--- src/rtl/rv32i_mem_arbiter.sv ---
// Arbitrates the single registered-output memory port between instruction fetch and data access.
// Data wins by default; an anti-starvation counter forces a fetch grant after STARVE_LIMIT denials.
module rv32i_mem_arbiter #(
  parameter int STARVE_LIMIT = 4,
  parameter int CNT_W        = 3
) (
  input  logic        clk,
  input  logic        rst,
  input  logic        ena,
  input  logic        if_req,
  input  logic [31:0] if_addr,
  output logic        if_gnt,
  output logic        if_rvalid,
  output logic [31:0] if_rdata,
  input  logic        dm_req,
  input  logic        dm_we,
  input  logic [31:0] dm_addr,
  input  logic [31:0] dm_wdata,
  output logic        dm_gnt,
  output logic        dm_rvalid,
  output logic [31:0] dm_rdata,
  output logic        dm_misalign,
  output logic        stall_f,
  output logic [31:0] mem_addr,
  output logic [31:0] mem_wr_data,
  output logic        mem_wr_ena,
  input  logic [31:0] mem_rd_data
);

  typedef enum logic [1:0] {RESP_NONE, RESP_IF, RESP_DM} resp_t;

  typedef struct packed {
    logic [31:0] addr;
    logic [31:0] wdata;
    logic        we;
  } mem_req_t;

  resp_t            state, state_nxt;
  logic [CNT_W-1:0] starve, starve_nxt;
  logic [31:0]      if_hold, dm_hold;
  logic             starve_hit, gnt_if, gnt_dm;
  mem_req_t         mreq;

  assign starve_hit = (starve == CNT_W'(STARVE_LIMIT));

  always_comb begin
    gnt_dm = rst && ena && dm_req && !(if_req && starve_hit);
    gnt_if = rst && ena && if_req && !gnt_dm;
  end

  assign if_gnt  = gnt_if;
  assign dm_gnt  = gnt_dm;
  assign stall_f = if_req && !gnt_if;

  always_comb begin
    mreq = '0;
    if (gnt_if) begin
      mreq.addr = if_addr;
    end else if (gnt_dm) begin
      mreq.addr  = dm_addr;
      mreq.wdata = dm_wdata;
      mreq.we    = dm_we;
    end
  end

  assign mem_addr    = mreq.addr;
  assign mem_wr_data = mreq.wdata;
  assign mem_wr_ena  = mreq.we;

  // Counter freezes while disabled so a pause does not forgive or punish fetch.
  always_comb begin
    starve_nxt = starve;
    if (ena) begin
      if (if_req && !gnt_if) starve_nxt = starve_hit ? starve : starve + 1'b1;
      else                   starve_nxt = '0;
    end
  end

  always_comb begin
    state_nxt = RESP_NONE;
    if (gnt_if)              state_nxt = RESP_IF;
    else if (gnt_dm && !dm_we) state_nxt = RESP_DM;
  end

  always_ff @(posedge clk or negedge rst) begin
    if (!rst) begin
      state       <= RESP_NONE;
      starve      <= '0;
      if_hold     <= '0;
      dm_hold     <= '0;
      dm_misalign <= 1'b0;
    end else begin
      state  <= state_nxt;
      starve <= starve_nxt;
      if (state == RESP_IF) if_hold <= mem_rd_data;
      if (state == RESP_DM) dm_hold <= mem_rd_data;
      if (gnt_dm) dm_misalign <= (dm_addr[1:0] != 2'b00);
    end
  end

  assign if_rvalid = (state == RESP_IF);
  assign dm_rvalid = (state == RESP_DM);
  // Data is visible in the rvalid cycle itself; the hold register keeps it afterwards.
  assign if_rdata  = if_rvalid ? mem_rd_data : if_hold;
  assign dm_rdata  = dm_rvalid ? mem_rd_data : dm_hold;

endmodule

--- config.mk ---
export PLATFORM = sky130hd
export DESIGN_NAME = rv32i_mem_arbiter
export DESIGN_NICKNAME = d
export VERILOG_FILES = /design/src/rtl/rv32i_mem_arbiter.sv
export SDC_FILE = /design/constraint.sdc
export NUM_CORES = 1
export LEC_CHECK = 0
export BUFFER_PORTS_ARGS = -buffer_cell sky130_fd_sc_hd__buf_4
export CORE_UTILIZATION = 25
export DETAILED_ROUTE_END_ITERATION = 8
export HOLD_SLACK_MARGIN = 0.08
export PLACE_DENSITY_LB_ADDON = 0.15
export SYNTH_ARGS = -nofsm -noshare
export SYNTH_HDL_FRONTEND = slang
export SYNTH_SLANG_ARGS = --single-unit
--- constraint.sdc ---
create_clock -name clk -period 1.5 [get_ports clk]
set_input_delay 0.225 -clock clk [delete_from_list [all_inputs] [get_ports clk]]
set_output_delay 0.225 -clock clk [all_outputs]
set_load 0.05 [all_outputs]
==> impl_metrics.json, run 1 <==
{
  "ctsHtreeMaxLevel": 3,
  "synth_warnings": 0,
  "dr.pass1.iters": 4,
  "root_buffer": "clkbuf_16",
  "holdWs_ns": 0.160,
  "synthCells": 245,
  "dpl.cell_count": 693,
  "grt_max_degree": 70,
  "clkLatencyLatePin_ns": 0.32,
  "ant_nets": 0,
  "p_per_area_nw_per_um2": 1230,
  "final_core_util_pct": 65.1,
  "grt_setup_unrepaired": "yes",
  "ios": 269,
  "instances_no_fill": 757,
  "grt.total_usage_pct": 22.0,
  "setup_violations": 136,
  "synth_edf_count": 0,
  "area_growth_pct": 152,
  "clockBufferDepth": 2,
  "drive_gt1_share_pct": 84.9,
  "crit_path_end_kind": "primary output",
  "tightest_slew_ns": 0.878,
  "netlist_area_um2": 3270,
  "worst_setup_path_start_kind": "flip-flop",
  "fillCellCount": 958,
  "drc": 0,
  "violations": "setup timing",
  "synth_top_area_share_pct": 53.5,
  "total_power_mw": 10.1,
  "slew_headroom_pct": 41.5,
  "detail_route.vias_per_cell": 4.49,
  "seq_area_frac_synth_pct": 53.5,
  "synth_area_leaders": "dfrtp_1 54%, mux2_2 22%, a22o_1 8.8%",
  "place_congestion": 0.871,
  "max_freq_mhz": 475,
  "setup_ws_ns": -0.603,
  "final-hold-violation-count": 0,
  "core-area_um2": 12700,
  "whs_path_depth": 2,
  "final_max_slew_viol_count": 0,
  "numPortBuffers": 268,
  "ys_ff_latch": 70,
  "ys.flop_type": "dfrtp_1",
  "antenna_found_initial": 1,
  "grt_overflow": 0,
  "tritoncts": "yes",
  "grt_pass1_vias": 3730,
  "peakVddDrop_uv": 662,
  "hpwl_um": 10600,
  "syn_nets": 381,
  "leakage_nw": 4.13,
  "synth.distinct_cells": 26,
  "max_cap_viol_count": 0,
  "run_status": "finished, violations left",
  "wl_um": 15400,
  "crit_type": "reg -> out",
  "synth.cells.most_frequent": "70 x dfrtp_1, 65 x mux2_2, 33 x a22o_1, 33 x and2_1, 7 x buf_2",
  "vias": 3399,
  "yosysMostFrequentCell": "dfrtp_1",
  "clk_pin_slew_worst_paths_ns": 0.06,
  "layout.nets": 715,
  "die_h_um": 116,
  "cts_num_sinks": 70,
  "cts_buffers": 9,
  "skew_ns": 0.00367,
  "layout_min_cycle_time_ns": 2.10,
  "grt_pass1_wl_um": 21400,
  "reg2reg_depth": 6,
  "avgSynthCellArea_um2": 13.4,
  "crit_required_ns": 1.27,
  "worstPathArrival_ns": 1.88,
  "drt_iter0_drc": 116,
  "hp-class": "in -> reg",
  "async_flop_share_pct": 100,
  "wl_per_cell_um": 20.4,
  "rows": 41,
  "path_max_fanout": 12,
  "period_share_pct": 140,
  "die_w_um": 116,
  "die_area_um2": 13600,
  "start_util_pct": 25.8,
  "yosys.area.top_type": "dfrtp_1"
}
## kinds of logic after synthesis
logic type / after synthesis / share of synthesized area (%)
muxes: 66 / 22.7
DFF: 70 / 53.5
buffers and inverters: 23 / 3.78
and+or+nand+nor: 45 / 8.72
AOI/OAI and AO/OA: 39 / 10.6
adders and majority gates: 2 / 0.764
## sequential cells by signal, summed over array words and instances (netlist names)
name	count
starve	3
dm_hold	32
state	2
if_hold	32
dm_misalign	1
## per-stage QoR
stage	setup TNS, ns	worst slack, ns	instance area (µm²)
6_report	-58.38	-0.603	8240
5_1_grt	-68.16	-0.693	8240
4_1_cts	-58.26	-0.566	7960
3_5_place_dp	-14.46	-0.250	6270
3_3_place_gp	-12.90	-0.220	6270
2_1_floorplan	-7.93	-0.154	3880
## layout by cell type (no fill, tap or decap), types with 2 or more instances in the layout
master | synthesis | layout
inv_2 | 0 | 2
dfrtp_1 | 70 | 69
mux2_4 | 0 | 64
buf_4 | 1 | 164
buf_16 | 0 | 10
a22o_4 | 0 | 31
buf_6 | 3 | 54
inv_1 | 5 | 2
dlygate4sd3_1 | 0 | 2
nand2_1 | 3 | 3
nor2b_1 | 3 | 2
and2_4 | 0 | 33
clkinv_4 | 0 | 2
buf_12 | 0 | 16
clkbuf_8 | 0 | 3
buf_8 | 0 | 92
clkbuf_16 | 0 | 12
## power breakdown
group | switching (mW) | internal, mW | total, mW
Combinational | 3.00 | 2.59 | 5.60
Clock | 0.781 | 1.26 | 2.04
Sequential | 0.151 | 2.36 | 2.51
## repair_timing
action	CTS	global route
hold buffers	2	0
resized for setup	243	43
gates cloned	10	4
buffers inserted	24	15
endpoints found under the hold margin	2	0
setup endpoints to repair	134	144
pin swaps	24	13
## layout make-up
type	instances	area (µm²)	share of cell area [%]
Antenna cell	1	2.50	0.0304
Clock buffer	12	267	3.23
Clock inverter	4	30.0	0.364
Inverter	5	21.3	0.258
Multi-Input combinational cell	152	2040	24.8
Sequential cell	70	1750	21.3
Tap cell	172	215	2.61
Timing Repair Buffer	341	3910	47.4
## final timing paths
path | start | endpoint | slack, ns
max | starve[0] | mem_addr[10] | -0.60
min | mem_rd_data[25] | if_hold[25] | 0.16
max reg2reg | state[0] | dm_hold[21] | -0.03
min reg2reg | if_hold[23] | if_hold[23] | 0.50
max in group asynchronous | rst | state[0] | 0.64
min in group asynchronous | rst | starve[2] | 0.24
## worst max-delay path, stage by stage (launching register included)
cell      delay, ns
dfrtp_1        0.39
inv_2          0.08
ha_4           0.16
a21boi_4       0.06
nor3b_4        0.25
buf_6          0.17
buf_16         0.16
a22o_4         0.13
buf_8          0.14
## routing by layer
| layer | track usage, % | wire length (µm) | up-vias |
|---|---|---|---|
| li1 | - | - | 1547 |
| met1 | 22.8 | 5330 | 1659 |
| met2 | 40.4 | 8520 | 171 |
| met3 | 8.10 | 1260 | 22 |
| met4 | 7.78 | 315 | 0 |
| met5 | 0 | 0 | - |
Power figures use the tool's default switching activity.
==> inputs of run 2 (changes only) <==
--- a/config.mk
+++ b/config.mk
@@ -7,6 +7,7 @@
 export LEC_CHECK = 0
 export BUFFER_PORTS_ARGS = -buffer_cell sky130_fd_sc_hd__buf_4
 export CORE_UTILIZATION = 25
+export CTS_BUF_LIST = sky130_fd_sc_hd__clkbuf_4 sky130_fd_sc_hd__clkbuf_8
 export DETAILED_ROUTE_END_ITERATION = 8
 export HOLD_SLACK_MARGIN = 0.08
 export PLACE_DENSITY_LB_ADDON = 0.15
==> impl_metrics.json, run 2 (synthesis gave the netlist of run 1 again) <==
{
  "crit_buf_inv": 4,
  "setup_violations": 135,
  "layout_min_cycle_time_ns": 2.10,
  "slowest_delay_ns": 0.40,
  "tritoncts": "yes",
  "instances_no_fill": 754,
  "crit_slowest_cell": "dfrtp_1",
  "root_buffer": "clkbuf_8",
  "clk_pin_slew_worst_paths_ns": 0.08,
  "grt_setup_unrepaired": "yes",
  "grt_overflow": 0,
  "clkLatencyLatePin_ns": 0.34,
  "grt_max_degree": 70,
  "place_congestion": 0.871,
  "drive_gt1_share_pct": 84.9,
  "crit_path_end_kind": "primary output",
  "path_max_fanout": 12,
  "period_share_pct": 140,
  "dr.pass1.iters": 4,
  "die_area_um2": 13600,
  "die_h_um": 116,
  "rows": 41,
  "layout_common_cells": "165 x buf_4, 89 x buf_8, 69 x dfrtp_1",
  "tightest_slew_ns": 0.890,
  "p_comb_share_pct": 58.3,
  "clockBufferDepth": 2,
  "grt_pass1_wl_um": 21100,
  "final_common_cell": "buf_4",
  "cts_buffers": 9,
  "slew_headroom_pct": 40.6,
  "ant_nets": 0,
  "final-hold-violation-count": 0,
  "p_per_area_nw_per_um2": 1180,
  "dpl.cell_count": 693,
  "crit_type": "reg -> out",
  "met1_usage_pct": 22.8,
  "crit_required_ns": 1.27,
  "drt_iter0_drc": 115,
  "final_max_slew_viol_count": 0,
  "ios": 269,
  "grt.total_usage_pct": 21.6,
  "top_regs": "dm_hold: 32 flops, if_hold: 32 flops, starve: 3 flops",
  "peakVddDrop_uv": 447,
  "drc": 0,
  "max_cap_viol_count": 0,
  "grt_pass1_vias": 3724,
  "hp-class": "in -> reg",
  "cts_num_sinks": 70,
  "wl_um": 15300,
  "skew_ns": 0.00860,
  "ctsHtreeMaxLevel": 3,
  "use_met3_pct": 6.95,
  "start_util_pct": 25.8,
  "max_freq_mhz": 477,
  "setup_ws_ns": -0.598,
  "p_seq_share_pct": 26.4,
  "core-area_um2": 12700,
  "die_w_um": 116,
  "swShare_pct": 40.6,
  "detail_route.vias_per_cell": 4.49,
  "hpwl_um": 10600,
  "critPathTopFamily": "buffers and inverters",
  "intPower_mw": 5.64,
  "switchingPower_mw": 3.85,
  "busiest_layer": "met2",
  "layout.nets": 712,
  "wl_per_cell_um": 20.3,
  "worst_setup_path_start_kind": "flip-flop",
  "use_met2_pct": 40.0,
  "numPortBuffers": 268,
  "antenna_found_initial": 1,
  "violations": "setup timing",
  "worstPathArrival_ns": 1.87,
  "holdWs_ns": 0.145,
  "area_growth_pct": 147,
  "leakage_nw": 4.05,
  "final_core_util_pct": 63.7,
  "vias": 3387,
  "run_status": "finished, violations left",
  "clockPowerShare_pct": 15.3,
  "path_cells": "inv_2, ha_4, a21boi_4, nor3b_4, buf_6, buf_12, a22o_4, buf_8"
}
run 2: cell type report:
class | count | area, µm²
Antenna cell | 1 | 2.50
Timing Repair Buffer | 338 | 3850
Tap cell | 172 | 215
Fill cell | 970 | 4600
Sequential cell | 70 | 1750
Clock inverter | 4 | 30.0
Inverter | 5 | 21.3
Multi-Input combinational cell | 152 | 2030
Clock buffer | 12 | 165
run 2: power groups by stage:
stage          registers [mW]  clock network, mW  logic (mW)
6_report                 2.50               1.45        5.53
5_1_grt                  2.54               1.61        5.73
4_1_cts                  2.50               1.51        5.37
3_5_place_dp             2.53                  0        4.50
3_3_place_gp             2.51                  0        4.48
2_1_floorplan            2.51                  0        3.06
run 2: routing by layer:
layer / wire length [µm] / share of wire (%)
met5: 0 / 0
met4: 310 / 2.0
met3: 1240 / 8.1
met2: 8490 / 55
met1: 5270 / 34
run 2: worst paths after layout:
path / start / end / cells past startpoint / slack (ns)
setup / recovery: starve[1] / mem_addr[15] / 8 / -0.60
hold / removal: mem_rd_data[17] / if_hold[17] / 2 / 0.15
setup reg to reg: state[0] / dm_hold[14] / 6 / -0.02
hold reg to reg: if_hold[23] / if_hold[23] / 1 / 0.50
max in group asynchronous: rst / dm_hold[29] / 3 / 0.69
min in group asynchronous: rst / dm_misalign / 3 / 0.21
run 2: what timing repair did:
| item | in CTS | in global routing |
|---|---|---|
| pin swaps | 25 | 18 |
| hold buffers | 2 | 0 |
| hold endpoints to repair | 2 | 0 |
| setup buffers | 23 | 13 |
| gates cloned | 9 | 5 |
| resized for setup | 250 | 30 |
| setup endpoints to repair | 134 | 143 |
run 2: through the flow:
step,total power [mW],worst slack [ns],setup TNS (ns),instance area (µm²)
CTS,9.38,-0.589,-62.20,7860
global route,9.88,-0.710,-71.62,8070
floorplan,5.57,-0.154,-7.93,3880
global placement,6.99,-0.220,-12.90,6270
detailed placement,7.03,-0.250,-14.46,6270
finish,9.49,-0.598,-60.36,8070
==> inputs of run 3 (changes only) <==
--- a/config.mk
+++ b/config.mk
@@ -6,9 +6,11 @@
 export NUM_CORES = 1
 export LEC_CHECK = 0
 export BUFFER_PORTS_ARGS = -buffer_cell sky130_fd_sc_hd__buf_4
-export CORE_UTILIZATION = 25
+export CORE_AREA = 2 2 103 105
 export CTS_BUF_LIST = sky130_fd_sc_hd__clkbuf_4 sky130_fd_sc_hd__clkbuf_8
+export CTS_CLUSTER_DIAMETER = 60
 export DETAILED_ROUTE_END_ITERATION = 8
+export DIE_AREA = 0 0 105 107
 export HOLD_SLACK_MARGIN = 0.08
 export PLACE_DENSITY_LB_ADDON = 0.15
 export SYNTH_ARGS = -nofsm -noshare
==> impl_metrics.json, run 3 (synthesis gave the netlist of run 1 again) <==
{
  "drive_gt1_share_pct": 85.0,
  "skew_ns": 0.00807,
  "max_cap_viol_count": 0,
  "cts_buffers": 9,
  "p_per_area_nw_per_um2": 1220,
  "total_power_mw": 9.80,
  "clockBufferDepth": 2,
  "vias": 3385,
  "crit_path_end_kind": "primary output",
  "instances_no_fill": 723,
  "setup_ws_ns": -0.584,
  "die_area_um2": 11200,
  "crit_required_ns": 1.27,
  "period_share_pct": 139,
  "ctsHtreeMaxLevel": 3,
  "ant_nets": 0,
  "grt_overflow": 0,
  "drc": 0,
  "wl_um": 14800,
  "fin_setup_tns_ns": -62.03,
  "final-hold-violation-count": 0,
  "numPortBuffers": 268,
  "fillCellCount": 607,
  "area_growth_pct": 146,
  "hp-class": "in -> async",
  "place_area_um2": 6150,
  "worst_setup_path_start_kind": "flip-flop",
  "wl_per_cell_um": 20.5,
  "grt_pass1_wl_um": 21200,
  "worstPathArrival_ns": 1.86,
  "root_buffer": "clkbuf_8",
  "ios": 269,
  "finalInstanceArea_um2": 8040,
  "grt_setup_unrepaired": "yes",
  "max_freq_mhz": 480,
  "die_h_um": 107,
  "run_status": "finished, violations left",
  "diodes": 0,
  "crit_type": "reg -> out",
  "die_w_um": 105,
  "final_core_util_pct": 79.7,
  "top_regs": "dm_hold: 32 flops, if_hold: 32 flops, starve: 3 flops",
  "violations": "setup timing",
  "dpl.cell_count": 653,
  "grt.total_usage_pct": 24.8,
  "detail_route.vias_per_cell": 4.68,
  "layout.nets": 719,
  "cts_num_sinks": 70,
  "layout_common_cells": "167 x buf_4, 104 x buf_8, 70 x dfrtp_1",
  "grt_max_degree": 67,
  "place_congestion": 0.821,
  "leakage_nw": 4.07,
  "hpwl_um": 9730,
  "peakVddDrop_uv": 721,
  "drt_iter0_drc": 130,
  "slew_headroom_pct": 45.7,
  "final_max_slew_viol_count": 0,
  "antenna_found_initial": 0,
  "grt_pass1_vias": 3821,
  "rows": 37,
  "start_util_pct": 32.4,
  "layout_min_cycle_time_ns": 2.08,
  "path_max_fanout": 7,
  "core-area_um2": 10100,
  "tritoncts": "yes",
  "dr.pass1.iters": 4,
  "rrSetupSlack_ns": -0.07,
  "setup_violations": 137,
  "clkLatencyLatePin_ns": 0.33,
  "final_common_cell": "buf_4",
  "tightest_slew_ns": 0.814,
  "clk_pin_slew_worst_paths_ns": 0.07
}
## run 3: changes by cell type in the layout (fill, tap and decap cells not counted), sizes merged
cell / previous run / this run
clkbuf: 16 / 12
buf: 332 / 341
diode: 1 / 0
bufinv: 0 / 1
## run 3: area by class of cell
cell class | instances | area [µm²] | area share (%)
tap | 136 | 170 | 2.12
clock buffer | 10 | 138 | 1.71
multi-input combinational | 152 | 2050 | 25.5
clock inverter | 5 | 60.1 | 0.747
timing repair buffer | 345 | 3850 | 47.9
inverter | 5 | 18.8 | 0.233
sequential | 70 | 1750 | 21.8
## run 3: through the flow
step / hold slack [ns] / setup slack (ns)
3_5_place_dp: 0.156 / -0.290
6_report: 0.0983 / -0.584
4_1_cts: 0.123 / -0.587
5_1_grt: 0.125 / -0.674
3_3_place_gp: 0.150 / -0.236
2_1_floorplan: -0.0706 / -0.154
## run 3: path summary, 6_finish.rpt
check / start / end / cells past startpoint
worst max-delay path: starve[1] / mem_addr[17] / 8
worst min-delay path: rst / state[1] / 2
worst max register to register: state[0] / if_hold[8] / 7
worst min register to register: dm_hold[21] / dm_hold[21] / 1
max in group asynchronous: rst / if_hold[1] / 2
min in group clk: mem_rd_data[18] / if_hold[18] / 2
## run 3: routing by layer
layer / share of wire [%] / vias up / GRT usage (%)
li1: - / 1548 / -
met1: 36 / 1672 / 27.9
met2: 55 / 149 / 44.5
met3: 7.9 / 16 / 8.45
met4: 1.5 / 0 / 7.24
met5: 0 / - / 0
## run 3: power by group
group	internal [mW]	switching [mW]	leakage [nW]
registers	2.35	0.167	0.835
clock network	0.807	0.717	0.0983
logic	2.68	3.07	3.14
total	5.84	3.95	4.07
## run 3: critical path, stage by stage, from the launching register on
cell and delay (ns):
dfrtp_1 0.40, inv_2 0.08, ha_4 0.17, a21boi_4 0.07
nor3b_4 0.23, buf_6 0.16, clkbuf_16 0.16, a22o_4 0.12
buf_8 0.14
## run 3: timing repair
action / in CTS / in global routing
resized for setup: 233 / 79
gates cloned: 6 / 2
endpoints found under the setup margin: 134 / 144
pin swaps: 7 / 6
hold buffers: 2 / 0
endpoints found under the hold margin: 5 / 0
setup buffers: 38 / 16
